$ cat src/rtl/reg_op_ctrl.sv
// Command-side controller for the 4-bit register-op unit: load seed, apply op N times, return result.
// Optional one-entry command buffer enabled by defining REG_OP_CMD_BUF_EN.
module reg_op_ctrl #(
   parameter int CNT_W = 4
) (
   input  logic             clk,
   input  logic             reset,
   input  logic             cmd_valid,
   output logic             cmd_ready,
   input  logic [1:0]       cmd_op,
   input  logic [3:0]       cmd_data,
   input  logic [CNT_W-1:0] cmd_cnt,
   output logic             rsp_valid,
   input  logic             rsp_ready,
   output logic [3:0]       rsp_data,
   output logic [1:0]       op_s,
   output logic             op_load,
   output logic [3:0]       op_reg_in,
   input  logic [3:0]       op_reg_out,
   output logic             busy
);

   typedef enum logic [1:0] {IDLE, LOAD, EXEC, RESP} state_e;

   state_e           state_q, state_d;
   logic [1:0]       op_q, op_d;
   logic [3:0]       data_q, data_d;
   logic [CNT_W-1:0] cnt_q, cnt_d;
   logic             accept;

`ifdef REG_OP_CMD_BUF_EN
   logic             bvld_q, bvld_d;
   logic [1:0]       bop_q, bop_d;
   logic [3:0]       bdata_q, bdata_d;
   logic [CNT_W-1:0] bcnt_q, bcnt_d;

   // Gated by reset so every output reads 0 while reset is held.
   assign cmd_ready = reset & ~bvld_q;
`else
   assign cmd_ready = reset & (state_q == IDLE);
`endif
   assign accept = cmd_valid & cmd_ready;

   always_comb begin
      state_d = state_q;
      op_d    = op_q;
      data_d  = data_q;
      cnt_d   = cnt_q;
`ifdef REG_OP_CMD_BUF_EN
      bvld_d  = bvld_q;
      bop_d   = bop_q;
      bdata_d = bdata_q;
      bcnt_d  = bcnt_q;
`endif
      case (state_q)
         IDLE: begin
`ifdef REG_OP_CMD_BUF_EN
            if (bvld_q) begin
               op_d = bop_q; data_d = bdata_q; cnt_d = bcnt_q;
               bvld_d = 1'b0; state_d = LOAD;
            end else
`endif
            if (accept) begin
               op_d = cmd_op; data_d = cmd_data; cnt_d = cmd_cnt;
               state_d = LOAD;
            end
         end
         LOAD: state_d = (cnt_q == '0) ? RESP : EXEC;
         EXEC: begin
            cnt_d = cnt_q - 1'b1;
            if (cnt_q == CNT_W'(1)) state_d = RESP;
         end
         RESP: begin
            if (rsp_ready) begin
               state_d = IDLE;
`ifdef REG_OP_CMD_BUF_EN
               // Drain the buffer straight into LOAD to skip the IDLE bubble.
               if (bvld_q) begin
                  op_d = bop_q; data_d = bdata_q; cnt_d = bcnt_q;
                  bvld_d = 1'b0; state_d = LOAD;
               end
`endif
            end
         end
         default: state_d = IDLE;
      endcase
`ifdef REG_OP_CMD_BUF_EN
      // Accepts while busy land in the buffer; applied after the drain so a refill wins.
      if (accept && state_q != IDLE) begin
         bvld_d = 1'b1; bop_d = cmd_op; bdata_d = cmd_data; bcnt_d = cmd_cnt;
      end
`endif
   end

   always_ff @(posedge clk or negedge reset) begin
      if (!reset) begin
         state_q <= IDLE;
         op_q    <= '0;
         data_q  <= '0;
         cnt_q   <= '0;
      end else begin
         state_q <= state_d;
         op_q    <= op_d;
         data_q  <= data_d;
         cnt_q   <= cnt_d;
      end
   end

`ifdef REG_OP_CMD_BUF_EN
   always_ff @(posedge clk or negedge reset) begin
      if (!reset) begin
         bvld_q  <= 1'b0;
         bop_q   <= '0;
         bdata_q <= '0;
         bcnt_q  <= '0;
      end else begin
         bvld_q  <= bvld_d;
         bop_q   <= bop_d;
         bdata_q <= bdata_d;
         bcnt_q  <= bcnt_d;
      end
   end
`endif

   always_comb begin
      op_s      = 2'b00;
      op_load   = 1'b0;
      op_reg_in = 4'h0;
      rsp_valid = 1'b0;
      rsp_data  = 4'h0;
      busy      = (state_q != IDLE);
      case (state_q)
         LOAD: begin
            op_load   = 1'b1;
            op_reg_in = data_q;
         end
         EXEC: begin
            op_load   = 1'b1;
            op_s      = op_q;
            op_reg_in = op_reg_out;
         end
         RESP: begin
            rsp_valid = 1'b1;
            rsp_data  = op_reg_out;
         end
         default: ;
      endcase
   end

endmodule

$ cat config.mk
export PLATFORM = sky130hd
export DESIGN_NAME = reg_op_ctrl
export DESIGN_NICKNAME = d
export VERILOG_FILES = /design/src/rtl/reg_op_ctrl.sv
export SDC_FILE = /design/constraint.sdc
export NUM_CORES = 1
export LEC_CHECK = 0
export CAP_MARGIN = 10
export CORE_ASPECT_RATIO = 0.7
export CORE_MARGIN = 4
export CORE_UTILIZATION = 45
export CTS_BUF_LIST = sky130_fd_sc_hd__clkbuf_8
export CTS_CLUSTER_DIAMETER = 100
export CTS_CLUSTER_SIZE = 20
export DETAILED_ROUTE_END_ITERATION = 8
export GPL_ROUTABILITY_DRIVEN = 0
export PLACE_DENSITY = 0.94
export SYNTH_ARGS = -nofsm -noshare
export SYNTH_HDL_FRONTEND = slang
export SYNTH_SLANG_ARGS = --single-unit
$ cat constraint.sdc
create_clock -name clk -period 1.83 [get_ports clk]
set_input_delay 0.2745 -clock clk [delete_from_list [all_inputs] [get_ports clk]]
set_output_delay 0.2745 -clock clk [all_outputs]
set_load 0.01 [all_outputs]
# Yosys cells after proc, flatten, opt, wreduce, memory -nomap -nowiden
# Cells that the tools add are included.
# word_totals
ff_bits	12
input_bits	18
out_inout_bits	14
elab_cells	34
# op_classes
n_addsub	1
n_eq_ne	7
mux	12
bitwise_logic	2
n_reduce_logical	8
# ops
op	count
4-bit case mux with 2 select lines	2
2-bit two-way mux	4
4-bit two-way mux	2
2-bit case mux with 4 select lines	1
2-bit != test (second input constant)	3
2-bit == test (second input constant)	2
4-bit by 1-bit == test with 1-bit output (second input constant)	1
4-bit zero test	1
2-bit AND reduction	2
2-bit nonzero test	2
4-bit by 1-bit subtractor with 4-bit output (second input constant)	1
1-bit two-way mux	3
3-bit AND reduction	1
1-bit AND	2
2-bit by 1-bit == test with 1-bit output (second input constant)	1
2-bit zero test	1
2-bit OR reduction	1

# Depth between registers and ports, before layout
# logic_depth
word_depth	5
mapped_depth	6
mapped_depth_nobuf	5

# Worst setup path before layout
# OpenSTA, ideal clock, no wires.
# synth_timing
path_type	register to register
from	register cnt_q[1]
to	register state_q[1]
setup_time_ns	0.125
arrival_time_ns	1.551
required_time_ns	1.705
path_slack_ns	0.154
stages_incl_launch_ff	6
path_buffers	0
period_less_slack_ns	1.676
cell_sequence	dfrtp_1 inv_1 ha_1 or3b_4 a221oi_4 mux2_4
# synth_via
elab_chain_cells	3
# synth_lines
element	line	text
start, declared	28	logic [CNT_W-1:0] cnt_q, cnt_d;
start signal, assigned	105	cnt_q <= cnt_d;
4-bit by 1-bit == test with 1-bit output	71	if (cnt_q == CNT_W'(1)) state_d = RESP;
2-bit != test (no line)	n/a	
3-bit AND reduction (no line)	n/a	
end signal, assigned	102	state_q <= state_d;
end, declared	25	state_e state_q, state_d;
# No other way between the ends.
# A chain may end at the register's enable or synchronous reset.

# Worst setup path after layout
# layout_timing
from	register state_q[1]
to	output port op_reg_in[0]
# layout_via
elab_chain_cells	2
# layout_lines
element	line	text
2-bit == test / 2-bit by 1-bit == test with 1-bit output (equally long branches)	132	case (state_q)
4-bit case mux with 2 select lines (*)	132	
end, declared	18	output logic [3:0] op_reg_in,
# Mark *: on every way between the ends. The rest lies on a longest branch, timed or not.

==> impl_results.md <==
* Outcome: finished, final reports clean
* Post-synthesis net count at 105
* Number of synthesized register bits at 12
* Register clock-pin slew on the reported worst setup and hold paths at 0.06 ns
* Hold WS at 0.448 ns
* Post-synthesis sequential area ratio at 35.8%
* Synth cell types at 24
* Number of remaining DRC errors at 0
* Hold/Removal Path Class: in -> async
* YS warnings at 0
* Number of global-route vias before repair at 829
* Count of final hold-check violations at 0
* CTS tree: built
* R2r startpoint: cnt_q[1]
* First-pass GRT wire length at 4290 um
* H-tree Lvls at 1
* Antenna diodes at 0
* Clock skew at 0.00409 ns
* Clk Latency, worst-skew pair at 0.25 ns
* ANT nets after route at 0
* Top-Level Pins at 32
* Slew margin rel. at 75.9%
* Adder-Cell Fraction of Synth Area at 11.9%
* Period utilisation layout at 98.7%
* Final setup violation count at 0
* CP Launch Type: register
* Chip height at 44.1 um
* Pin count of the biggest net entering global routing at 12
* Reg2Reg Depth at 5
* Die width at 59.6 um
* HPWL Detailed at 2030 um
* Vias per inst at 5.59
* Mux cell area share after synthesis at 13.4%
* Maximum VDD drop at 1.33 mV
* Tot GR Track Use at 22.7%
* Top cells by count, synth: dfrtp_1 (12), ha_1 (8), and2_1 (7), inv_1 (7), mux2_2 (6)
* IO Port Bufs at 31
* XOR/XNOR Fraction of Synth Area at 0%
* Synth Instances at 79
* EDFF count, synth at 0
* Synth Area in Compound Gates at 14.5%
* Rows at 12
* Main combinational cell family by area after synthesis: simple AND/OR/NAND/NOR gates
* Total Nets Final at 151
* Pleak at 0.686 nW
* Final std cells w/o fill at 145
* Synth-to-layout area growth at 63.3%
* Synth Area in Simple Gates at 20.9%
* Top post-synthesis cells by area: dfrtp_1 (36%), ha_1 (12%), mux2_2 (8.0%)
* Final instance area at 1370 um2
* Post-synth top area share at 35.8%
* Via Count at 811
* Die footprint at 2630 um2
* Slew @ Worst Pin at 0.360 ns
* Post-place instance area at 1240 um2
* Syn Std Cell Area at 840 um2
* CP required at 1.56 ns
* Total global routing overflow at 0
* Critical path type: reg -> out
* Initial antenna violation count at 0
* Cell taking the most area after synthesis: dfrtp_1
* Share of cells above drive strength 1 at 28.2%
* Syn avg cell area at 10.6 um2
* Tmin final at 1.81 ns
* Total wire length at 2680 um
* Async S/R FF share, synth at 100%
* Flop-to-flop setup slack at 0.06 ns
* Worst path arrival time at 1.53 ns
* Core footprint at 1670 um2
* Worst setup EP type: primary output
* Fillers at 109
* TritonRoute pass-1 iters at 4
* Final Max Tran Viols at 0
* Ys flop type: dfrtp_1
* Starting Density at 50.4%
* Initial drt markers at 17
* R2R Path End: state_q[1]
* WL/cell at 18.5 um
* PwrDens at 1710 nW/um2
* CTS max path bufs at 2
* Max Cap Viol at 0
* CTS sink cnt at 12
* Total CTS buffers at 3
* Hold-fix buffers, CTS at 0
* Worst-path fanout max at 7
* CTS Root Cell: clkbuf_8
* Critical path origin: state_q[1]
* Most frequent cell after synthesis: dfrtp_1
* Maximum clock rate at 554 MHz
* # placed instances at 139
worst max-delay path by stage:
| stage | end | slack (ns) |
|---|---|---|
| detailed placement | op_reg_in[1] | -0.14 |
| finish | op_reg_in[0] | 0.02 |
| global route | op_reg_in[0] | -0.005 |
| floorplan | state_q[1] | 0.15 |
| global placement | op_reg_in[2] | 0.03 |
| CTS | rsp_data[1] | -0.13 |
registers in the layout, summed over array words and instances, names as in the netlist:
register  count
cnt_q         4
data_q        4
op_q          2
state_q       2
critical path, cell delays in order, from the launching register on:
cell and delay (ns):
dfrtp_2 0.45, buf_4 0.15, ha_4 0.18, a22oi_1 0.18
nor2b_1 0.07, clkdlybuf4s15_1 0.26
through the flow:
stage	power, mW	worst slack, ns	TNS, ns	utilization (%)
2_1_floorplan	1.30	0.154	0	-
4_1_cts	2.27	-0.128	-0.585	79.7
3_5_place_dp	1.91	-0.138	-0.237	74.4
6_report	2.35	0.0238	0	82.3
5_1_grt	2.51	-0.00510	-0.00510	82.3
3_3_place_gp	1.83	0.0350	0	74.4
area by class of cell:
class	instances	area, um2	area share [%]
clock buffers	4	55.1	4.01
inverters	7	28.8	2.10
multi-input cells	59	564	41.1
flip-flops and latches	12	302	22.0
well taps	21	26.3	1.92
repair buffers	42	395	28.8
repair_timing:
action                     4_1_cts  5_1_grt
gates resized for setup         17       11
buffers inserted                 0        2
pin swaps                        0        0
setup endpoints to repair       16       10
per-layer routing:
layer / up-vias / GRT usage [%] / wire length [um]
met2: 34 / 37.7 / 1340
li1: 380 / - / -
met5: - / 0 / 0
met4: 0 / 9.29 / 85
met1: 391 / 28.2 / 1110
met3: 6 / 5.83 / 151
power by group:
group / switching, mW / internal, mW / total, mW
logic: 0.687 / 0.819 / 1.51
registers: 0.132 / 0.412 / 0.543
clock network: 0.109 / 0.191 / 0.300
kinds of logic after synthesis:
family                   after synthesis
flip-flops                            12
multiplexers                          10
AO/OA/AOI/OAI                         13
adder cells (fa/ha/maj)                8
AND/OR/NAND/NOR                       28
buffers and inverters                  8
placed cells by master, fill, tap and decap left out, drive strengths merged, types with 5 or more instances in the layout:
cell type       n
ha              8
nor2            5
clkbuf          5
and2            7
mux2            7
dfrtp          12
dlymetal6s2s    5
buf            11
inv             7
clkdlybuf4s50  19
Note: power is estimated with default switching activity, not from simulation.
